===== src/rtl/ls_port_arbiter_if.sv =====
// Bundle of SPU pipe, DMA engine and local-store port signals around the LS port arbiter.
// The slave modport is the arbiter's view; master is the surrounding environment.
interface ls_port_arbiter_if #(
   parameter int unsigned ADDR_W = 8,
   parameter int unsigned QW     = 128
);
   logic              spu_req;
   logic              spu_we;
   logic [ADDR_W-1:0] spu_addr;
   logic [QW-1:0]     spu_wdata;
   logic              spu_gnt;
   logic              spu_rvalid;
   logic [QW-1:0]     spu_rdata;

   logic              dma_cmd_valid;
   logic              dma_cmd_ready;
   logic              dma_cmd_we;
   logic [ADDR_W-1:0] dma_cmd_addr;
   logic [3:0]        dma_cmd_len;
   logic              dma_wvalid;
   logic [QW-1:0]     dma_wdata;
   logic              dma_wready;
   logic              dma_rvalid;
   logic [QW-1:0]     dma_rdata;
   logic              dma_done;

   logic              ls_en;
   logic              ls_we;
   logic [ADDR_W-1:0] ls_addr;
   logic [QW-1:0]     ls_wdata;
   logic              ls_rvalid;
   logic [QW-1:0]     ls_rdata;

   modport slave (
      input  spu_req, spu_we, spu_addr, spu_wdata,
      output spu_gnt, spu_rvalid, spu_rdata,
      input  dma_cmd_valid, dma_cmd_we, dma_cmd_addr, dma_cmd_len, dma_wvalid, dma_wdata,
      output dma_cmd_ready, dma_wready, dma_rvalid, dma_rdata, dma_done,
      output ls_en, ls_we, ls_addr, ls_wdata,
      input  ls_rvalid, ls_rdata
   );

   modport master (
      output spu_req, spu_we, spu_addr, spu_wdata,
      input  spu_gnt, spu_rvalid, spu_rdata,
      output dma_cmd_valid, dma_cmd_we, dma_cmd_addr, dma_cmd_len, dma_wvalid, dma_wdata,
      input  dma_cmd_ready, dma_wready, dma_rvalid, dma_rdata, dma_done,
      input  ls_en, ls_we, ls_addr, ls_wdata,
      output ls_rvalid, ls_rdata
   );
endinterface


===== src/rtl/ls_port_arbiter.sv =====
// Shares the local-store port between SPU single-quadword accesses and DMA bursts,
// and steers returning read data to its owner via an issue-ordered owner pipe.
module ls_port_arbiter #(
   parameter int unsigned ADDR_W     = 8,
   parameter int unsigned QW         = 128,
   parameter int unsigned RD_LAT     = 6,
   parameter int unsigned STARVE_MAX = 4
) (
   input logic              clk,
   input logic              reset,
   ls_port_arbiter_if.slave bus_io
);
   localparam int unsigned SW = $clog2(STARVE_MAX + 1);

   typedef enum logic [0:0] {StIdle, StBurst} state_e;

   state_e            state_q, state_d;
   logic              burst_we_q, burst_we_d;
   logic [ADDR_W-1:0] burst_addr_q, burst_addr_d;
   logic [3:0]        len_q, len_d;
   logic [3:0]        beat_q, beat_d;
   logic              done_q, done_d;
   logic [SW-1:0]     starve_q, starve_d;
   logic              ls_en_q, ls_en_d;
   logic              ls_we_q, ls_we_d;
   logic              ls_own_q, ls_own_d;
   logic [ADDR_W-1:0] ls_addr_q, ls_addr_d;
   logic [QW-1:0]     ls_wdata_q, ls_wdata_d;
   logic [RD_LAT-1:0] rd_v_q, rd_v_d;
   logic [RD_LAT-1:0] rd_own_q, rd_own_d;

   logic cmd_ready, pending, cmd_fire, last_beat, spu_win, dma_win;
   logic spu_rv, dma_rv;

   // FSM state register
   always_ff @(posedge clk) begin
      if (reset) state_q <= StIdle;
      else       state_q <= state_d;
   end

   // FSM next state
   always_comb begin
      state_d = state_q;
      unique case (state_q)
         StIdle:  if (cmd_fire) state_d = StBurst;
         StBurst: if (dma_win && last_beat) state_d = StIdle;
         default: state_d = StIdle;
      endcase
   end

   // FSM outputs
   always_comb begin
      cmd_ready = 1'b0;
      pending   = 1'b0;
      unique case (state_q)
         StIdle:  cmd_ready = !reset;
         StBurst: pending   = !burst_we_q || bus_io.dma_wvalid;
         default: ;
      endcase
   end

   assign cmd_fire  = bus_io.dma_cmd_valid && cmd_ready;
   assign last_beat = (beat_q == len_q);
   assign spu_win   = !reset && bus_io.spu_req && !(pending && starve_q == SW'(STARVE_MAX));
   assign dma_win   = !reset && pending && !spu_win;

   always_comb begin
      burst_we_d   = burst_we_q;
      burst_addr_d = burst_addr_q;
      len_d        = len_q;
      beat_d       = beat_q;
      done_d       = dma_win && last_beat;
      starve_d     = starve_q;
      if (cmd_fire) begin
         burst_we_d   = bus_io.dma_cmd_we;
         burst_addr_d = {bus_io.dma_cmd_addr[ADDR_W-1:4], 4'b0};
         len_d        = bus_io.dma_cmd_len;
         beat_d       = 4'd0;
      end else if (dma_win) begin
         burst_addr_d = burst_addr_q + ADDR_W'(16);
         beat_d       = beat_q + 4'd1;
      end
      if (dma_win)                                     starve_d = '0;
      else if (pending && starve_q != SW'(STARVE_MAX)) starve_d = starve_q + SW'(1);

      ls_en_d    = spu_win || dma_win;
      ls_we_d    = ls_we_q;
      ls_own_d   = ls_own_q;
      ls_addr_d  = ls_addr_q;
      ls_wdata_d = ls_wdata_q;
      if (spu_win) begin
         ls_we_d    = bus_io.spu_we;
         ls_own_d   = 1'b0;
         ls_addr_d  = {bus_io.spu_addr[ADDR_W-1:4], 4'b0};
         ls_wdata_d = bus_io.spu_wdata;
      end else if (dma_win) begin
         ls_we_d    = burst_we_q;
         ls_own_d   = 1'b1;
         ls_addr_d  = burst_addr_q;
         ls_wdata_d = bus_io.dma_wdata;
      end

      // Owner pipe: entry enters as the read appears on the LS port, tail aligns with rvalid
      rd_v_d   = {rd_v_q[RD_LAT-2:0], ls_en_q & ~ls_we_q};
      rd_own_d = {rd_own_q[RD_LAT-2:0], ls_own_q};
   end

   always_ff @(posedge clk) begin
      if (reset) begin
         burst_we_q   <= 1'b0;
         burst_addr_q <= '0;
         len_q        <= '0;
         beat_q       <= '0;
         done_q       <= 1'b0;
         starve_q     <= '0;
         ls_en_q      <= 1'b0;
         ls_we_q      <= 1'b0;
         ls_own_q     <= 1'b0;
         ls_addr_q    <= '0;
         ls_wdata_q   <= '0;
         rd_v_q       <= '0;
         rd_own_q     <= '0;
      end else begin
         burst_we_q   <= burst_we_d;
         burst_addr_q <= burst_addr_d;
         len_q        <= len_d;
         beat_q       <= beat_d;
         done_q       <= done_d;
         starve_q     <= starve_d;
         ls_en_q      <= ls_en_d;
         ls_we_q      <= ls_we_d;
         ls_own_q     <= ls_own_d;
         ls_addr_q    <= ls_addr_d;
         ls_wdata_q   <= ls_wdata_d;
         rd_v_q       <= rd_v_d;
         rd_own_q     <= rd_own_d;
      end
   end

   assign spu_rv = !reset && bus_io.ls_rvalid && rd_v_q[RD_LAT-1] && !rd_own_q[RD_LAT-1];
   assign dma_rv = !reset && bus_io.ls_rvalid && rd_v_q[RD_LAT-1] && rd_own_q[RD_LAT-1];

   assign bus_io.spu_gnt       = spu_win;
   assign bus_io.spu_rvalid    = spu_rv;
   assign bus_io.spu_rdata     = spu_rv ? bus_io.ls_rdata : '0;
   assign bus_io.dma_cmd_ready = cmd_ready;
   assign bus_io.dma_wready    = dma_win && burst_we_q;
   assign bus_io.dma_rvalid    = dma_rv;
   assign bus_io.dma_rdata     = dma_rv ? bus_io.ls_rdata : '0;
   assign bus_io.dma_done      = done_q;
   assign bus_io.ls_en         = ls_en_q;
   assign bus_io.ls_we         = ls_we_q;
   assign bus_io.ls_addr       = ls_addr_q;
   assign bus_io.ls_wdata      = ls_wdata_q;
endmodule


===== src/flat_wrapper.sv =====
// flat-port wrapper written by rule: the top's interface ports become plain ports
module ls_port_arbiter_flat 
#(
   parameter int unsigned ADDR_W     = 8,
   parameter int unsigned QW         = 128,
   parameter int unsigned RD_LAT     = 6,
   parameter int unsigned STARVE_MAX = 4
)
  (clk, reset, bus_io_spu_req, bus_io_spu_we, bus_io_spu_addr, bus_io_spu_wdata, bus_io_spu_gnt, bus_io_spu_rvalid, bus_io_spu_rdata, bus_io_dma_cmd_valid, bus_io_dma_cmd_we, bus_io_dma_cmd_addr, bus_io_dma_cmd_len, bus_io_dma_wvalid, bus_io_dma_wdata, bus_io_dma_cmd_ready, bus_io_dma_wready, bus_io_dma_rvalid, bus_io_dma_rdata, bus_io_dma_done, bus_io_ls_en, bus_io_ls_we, bus_io_ls_addr, bus_io_ls_wdata, bus_io_ls_rvalid, bus_io_ls_rdata);
  ls_port_arbiter_if #(.ADDR_W(ADDR_W), .QW(QW)) bus_io_i ();
  input logic clk;
  input logic reset;
  input wire logic [$bits(bus_io_i.spu_req)-1:0] bus_io_spu_req;
  input wire logic [$bits(bus_io_i.spu_we)-1:0] bus_io_spu_we;
  input wire logic [$bits(bus_io_i.spu_addr)-1:0] bus_io_spu_addr;
  input wire logic [$bits(bus_io_i.spu_wdata)-1:0] bus_io_spu_wdata;
  output wire logic [$bits(bus_io_i.spu_gnt)-1:0] bus_io_spu_gnt;
  output wire logic [$bits(bus_io_i.spu_rvalid)-1:0] bus_io_spu_rvalid;
  output wire logic [$bits(bus_io_i.spu_rdata)-1:0] bus_io_spu_rdata;
  input wire logic [$bits(bus_io_i.dma_cmd_valid)-1:0] bus_io_dma_cmd_valid;
  input wire logic [$bits(bus_io_i.dma_cmd_we)-1:0] bus_io_dma_cmd_we;
  input wire logic [$bits(bus_io_i.dma_cmd_addr)-1:0] bus_io_dma_cmd_addr;
  input wire logic [$bits(bus_io_i.dma_cmd_len)-1:0] bus_io_dma_cmd_len;
  input wire logic [$bits(bus_io_i.dma_wvalid)-1:0] bus_io_dma_wvalid;
  input wire logic [$bits(bus_io_i.dma_wdata)-1:0] bus_io_dma_wdata;
  output wire logic [$bits(bus_io_i.dma_cmd_ready)-1:0] bus_io_dma_cmd_ready;
  output wire logic [$bits(bus_io_i.dma_wready)-1:0] bus_io_dma_wready;
  output wire logic [$bits(bus_io_i.dma_rvalid)-1:0] bus_io_dma_rvalid;
  output wire logic [$bits(bus_io_i.dma_rdata)-1:0] bus_io_dma_rdata;
  output wire logic [$bits(bus_io_i.dma_done)-1:0] bus_io_dma_done;
  output wire logic [$bits(bus_io_i.ls_en)-1:0] bus_io_ls_en;
  output wire logic [$bits(bus_io_i.ls_we)-1:0] bus_io_ls_we;
  output wire logic [$bits(bus_io_i.ls_addr)-1:0] bus_io_ls_addr;
  output wire logic [$bits(bus_io_i.ls_wdata)-1:0] bus_io_ls_wdata;
  input wire logic [$bits(bus_io_i.ls_rvalid)-1:0] bus_io_ls_rvalid;
  input wire logic [$bits(bus_io_i.ls_rdata)-1:0] bus_io_ls_rdata;
  assign bus_io_i.spu_req = bus_io_spu_req;
  assign bus_io_i.spu_we = bus_io_spu_we;
  assign bus_io_i.spu_addr = bus_io_spu_addr;
  assign bus_io_i.spu_wdata = bus_io_spu_wdata;
  assign bus_io_spu_gnt = bus_io_i.spu_gnt;
  assign bus_io_spu_rvalid = bus_io_i.spu_rvalid;
  assign bus_io_spu_rdata = bus_io_i.spu_rdata;
  assign bus_io_i.dma_cmd_valid = bus_io_dma_cmd_valid;
  assign bus_io_i.dma_cmd_we = bus_io_dma_cmd_we;
  assign bus_io_i.dma_cmd_addr = bus_io_dma_cmd_addr;
  assign bus_io_i.dma_cmd_len = bus_io_dma_cmd_len;
  assign bus_io_i.dma_wvalid = bus_io_dma_wvalid;
  assign bus_io_i.dma_wdata = bus_io_dma_wdata;
  assign bus_io_dma_cmd_ready = bus_io_i.dma_cmd_ready;
  assign bus_io_dma_wready = bus_io_i.dma_wready;
  assign bus_io_dma_rvalid = bus_io_i.dma_rvalid;
  assign bus_io_dma_rdata = bus_io_i.dma_rdata;
  assign bus_io_dma_done = bus_io_i.dma_done;
  assign bus_io_ls_en = bus_io_i.ls_en;
  assign bus_io_ls_we = bus_io_i.ls_we;
  assign bus_io_ls_addr = bus_io_i.ls_addr;
  assign bus_io_ls_wdata = bus_io_i.ls_wdata;
  assign bus_io_i.ls_rvalid = bus_io_ls_rvalid;
  assign bus_io_i.ls_rdata = bus_io_ls_rdata;
  ls_port_arbiter #(.ADDR_W(ADDR_W), .QW(QW), .RD_LAT(RD_LAT), .STARVE_MAX(STARVE_MAX)) u_core (.clk(clk), .reset(reset), .bus_io(bus_io_i));
endmodule

===== config.mk =====
export PLATFORM = sky130hd
export DESIGN_NAME = ls_port_arbiter_flat
export DESIGN_NICKNAME = d
export VERILOG_FILES = /design/src/rtl/ls_port_arbiter_if.sv /design/src/rtl/ls_port_arbiter.sv /design/src/flat_wrapper.sv
export SDC_FILE = /design/constraint.sdc
export NUM_CORES = 1
export LEC_CHECK = 0
export CAP_MARGIN = 10
export CORE_AREA = 5 5 310 312
export CTS_CLUSTER_SIZE = 25
export DETAILED_ROUTE_END_ITERATION = 8
export DIE_AREA = 0 0 315 317
export GPL_ROUTABILITY_DRIVEN = 1
export SLEW_MARGIN = 20
export SYNTH_ARGS = -nofsm -noshare
export SYNTH_HDL_FRONTEND = slang
export SYNTH_SLANG_ARGS = --single-unit

===== constraint.sdc =====
create_clock -name clk -period 1.82 [get_ports clk]
set_clock_uncertainty 0.05 [all_clocks]
set_input_delay 0.182 -clock clk [delete_from_list [all_inputs] [get_ports clk]]
set_output_delay 0.182 -clock clk [all_outputs]
set_load 0.03 [all_outputs]

==> key figures <==
Global routing
  – GR Util All Layers: 13.0%
  – Vias in the first global route: 10.8k
  – Largest net degree at the start of global routing: 51
  – Gr ovfl total: 0
  – Global-route wire length before repair: 89.8 mm
  – Initial antenna violation count: 19

Layout
  – Layout net count: 2197
  – FF+latch area: 3310 um2
  – Layout cells sized above 1: 38.0%
  – Area occupied by multi-input gates: 5030 um2
  – Fin cells: 3055
  – Final Util: 23.8%
  – Synthesis-to-finish area growth: 172%
  – Fillers: 9982

Setup path
  – Critical path required time: 1.59 ns
  – CP Class: register to primary output
  – Slowest library cell on the worst path: dfxtp_2
  – Worst Reg-to-Reg Cells: 9
  – RR Startpoint: u_core.starve_q[0]
  – Crit end category: primary output
  – Worst Path Buf+Inv: 4
  – Crit path top cell by count: buf_12
  – R2r endpoint: u_core.bus_io.ls_wdata[4]
  – Delay-heaviest family, CP: buffers and inverters
  – Flop-to-flop setup slack: 0.06 ns
  – Crit Path Max Fanout: 10
  – CP cell instances: nor4bb_4 > buf_6 > buf_12 > buf_12 > and2_4 > buf_12
  – Max stage delay on crit path: 0.34 ns
  – Worst EP arrival: 1.89 ns
  – CP startpoint kind: register

Timing
  – Tcrit/Tclk final: 117%
  – Final Max Slew Viols: 0
  – RSZ-0062 raised after global routing: true
  – Final setup viols: 260
  – Setup WS post-layout: -0.304 ns
  – Final hold vios: 0
  – Upper clock frequency limit: 471 MHz
  – Min Tclk post-route: 2.12 ns
  – TNS Setup: -61.35 ns

Clocking
  – Clock Pin Slew Worst Setup and Hold Paths: 0.08 ns
  – Total CTS buffers: 17
  – Clock latency at the later pin of the worst-skew pair: 0.46 ns
  – CTS Sinks: 165
  – H-tree levels: 4
  – Root Driver: clkbuf_16
  – Clock Path Buffers: 2
  – CTS tree: yes

Routing
  – Initial drt markers: 419
  – WL per Instance: 23.3 um
  – Routed WL: 71.3 mm
  – DRT Pass-1 Iters: 4
  – Vias: 10.6k
  – Drt drc: 0
  – DR vias/cell: 3.46
  – Final ANT Viol Nets: 0

Outcome
  – Failing checks: negative setup slack
  – Status: finished with violations

Power
  – PwrDens: 513 nW/um2
  – Static leakage: 9.35 nW
  – Worst vdd ir: 0.000555 V

Yosys
  – Post-synthesis register bit count: 165
  – Primary FF master, synth: dfxtp_1
  – Yosys cell types: 43
  – Synth Area in XOR/XNOR: 0.756%
  – Mux cell area share after synthesis: 0.370%
  – Post-Synth Simple-Gate Area: 28.8%
  – Syn avg cell area: 8.83 um2
  – Synth async-reset ratio: 0%
  – Sequential fraction of the synthesis area: 40.7%
  – Mapped Area: 8110 um2
  – Number of synthesized flops with an enable pin: 0
  – Synth Instances: 918
  – Main combinational cell family by area after synthesis: simple AND/OR/NAND/NOR gates
  – Post-synthesis compound-gate area fraction: 23.3%
  – Synth Warn #: 0
  – Synth Area in Adders: 0.617%

Flow run
  – Max-cap violations: 0

Floorplanning
  – Num ports: 812
  – Die width: 315 um
  – Die Span Y: 317 um
  – Core region area: 92800 um2
  – Site Rows: 112
  – Initial Util: 8.74%
  – Total Die Area: 99900 um2

Place
  – IO buf count: 799
  – Placer Congestion: 0.860
  – Detailed-placement wirelength estimate: 56.4 mm
  – Placed insts: 2962

Min path
  – Hold path start: reset
  – Min-Delay Path Depth: 3
  – Type of the tightest min-delay check: input pin to register
  – Hold EP: u_core.bus_io.ls_wdata[93]
[cell type report]
cell class	instances	share of cell area, %
repair buffers	926	51.9
multi-input cells	666	22.8
flip-flops and latches	165	15.0
well taps	1254	7.11
clock buffers	18	1.94
clock inverters	14	1.05
inverters	5	0.0851
diodes	7	0.0794
[report_power, final]
group          internal (mW)  switching [mW]  leakage, nW
Sequential              3.87           0.160         1.37
Clock                   2.48            1.84        0.320
Combinational           1.57            1.38         7.66
Total                   7.93            3.38         9.35
[kinds of logic (layout without fill, tap and decap cells)]
group           Yosys count  in the layout
mux                       3              3
compound gates          243            243
buf+inv                  90            963
fa+ha+maj                 4              4
simple gates            405            405
other cells               1             11
xor+xnor                  7              7
flops                   165            165
[tightest hold or removal path: stages]
cell	delay, ns
buf_4	0.13
buf_4	0.16
nor3_1	0.05
[how the worst max path moves through the flow]
stage / start / endpoint / depth (start not counted)
after floorplan: u_core.starve_q[0] / u_core.bus_io.ls_we / 7
after global placement: bus_io_ls_rvalid / bus_io_spu_rdata[30] / 6
after detailed placement: bus_io_ls_rvalid / bus_io_spu_rdata[30] / 6
after CTS: u_core.rd_own_q[5] / bus_io_spu_rdata[49] / 6
after global routing: u_core.rd_own_q[5] / bus_io_spu_rdata[115] / 6
final: u_core.rd_own_q[5] / bus_io_spu_rdata[124] / 6
[metal layers]
| layer | wire length [um] | GRT usage (%) | vias to the layer above |
|---|---|---|---|
| met5 | 88 | 0 | - |
| met4 | 1370 | 3.88 | 14 |
| met3 | 6590 | 4.74 | 70 |
| met2 | 38200 | 24.5 | 537 |
| met1 | 25100 | 13.5 | 5047 |
| li1 | - | - | 4914 |
[cell usage after synthesis, types with 2 or more instances]
library cell | n | share of area (%)
nand4_1 | 2 | 0.15
ha_1 | 4 | 0.62
buf_1 | 4 | 0.19
nor3_1 | 50 | 3.1
inv_1 | 5 | 0.23
a21o_1 | 89 | 8.2
nand2_1 | 18 | 0.83
o22ai_1 | 44 | 3.4
a21oi_1 | 4 | 0.25
and2_1 | 258 | 20
o21ai_0 | 7 | 0.43
buf_4 | 7 | 0.65
buf_2 | 19 | 1.2
xnor2_1 | 6 | 0.65
a22o_1 | 88 | 9.5
a211oi_1 | 2 | 0.19
nor2_1 | 50 | 2.3
dfxtp_1 | 165 | 41
mux2i_1 | 3 | 0.37
a311oi_1 | 3 | 0.32
nor3b_1 | 2 | 0.19
clkbuf_1 | 48 | 2.2
nor2b_1 | 13 | 1.0
buf_6 | 7 | 0.97
nand3_1 | 2 | 0.12
[cells in the final DEF, fill, tap and decap left out, types with 44 or more instances in the layout]
cell type        count
o22ai_1             44
dfxtp_1            160
buf_12             177
clkdlybuf4s50_1    518
a22o_1              88
buf_6              127
and2_4             239
buf_4               53
nor3_1              49
nor2_1              50
a21o_1              88
[registers in the layout, indices dropped and copies added, names as in the netlist, 3 cells and up]
name and count:
u_core.bus_io.ls_wdata 128, u_core.rd_own_q 6, u_core.rd_v_q 6, u_core.beat_q 4, u_core.burst_addr_q 4, u_core.bus_io.ls_addr 4, u_core.len_q 4, u_core.starve_q 3
[metrics by stage]
step	power, mW	worst slack (ns)	area, um2	hold slack (ns)
floorplan	5.16	0.0455	8120	0.241
global placement	7.02	-0.211	19300	0.378
detailed placement	7.02	-0.215	19300	0.374
CTS	11.5	-0.390	21300	0.0341
global route	11.8	-0.399	22100	0.0580
finish	11.3	-0.304	22100	0.0613
[repair_timing]
action	4_1_cts	5_1_grt
setup endpoints to repair	331	343
gates resized for setup	312	151
pin swaps	13	21
setup buffers	20	12
gates cloned	15	13
hold buffers	0	0
Power figures use the tool's default switching activity.
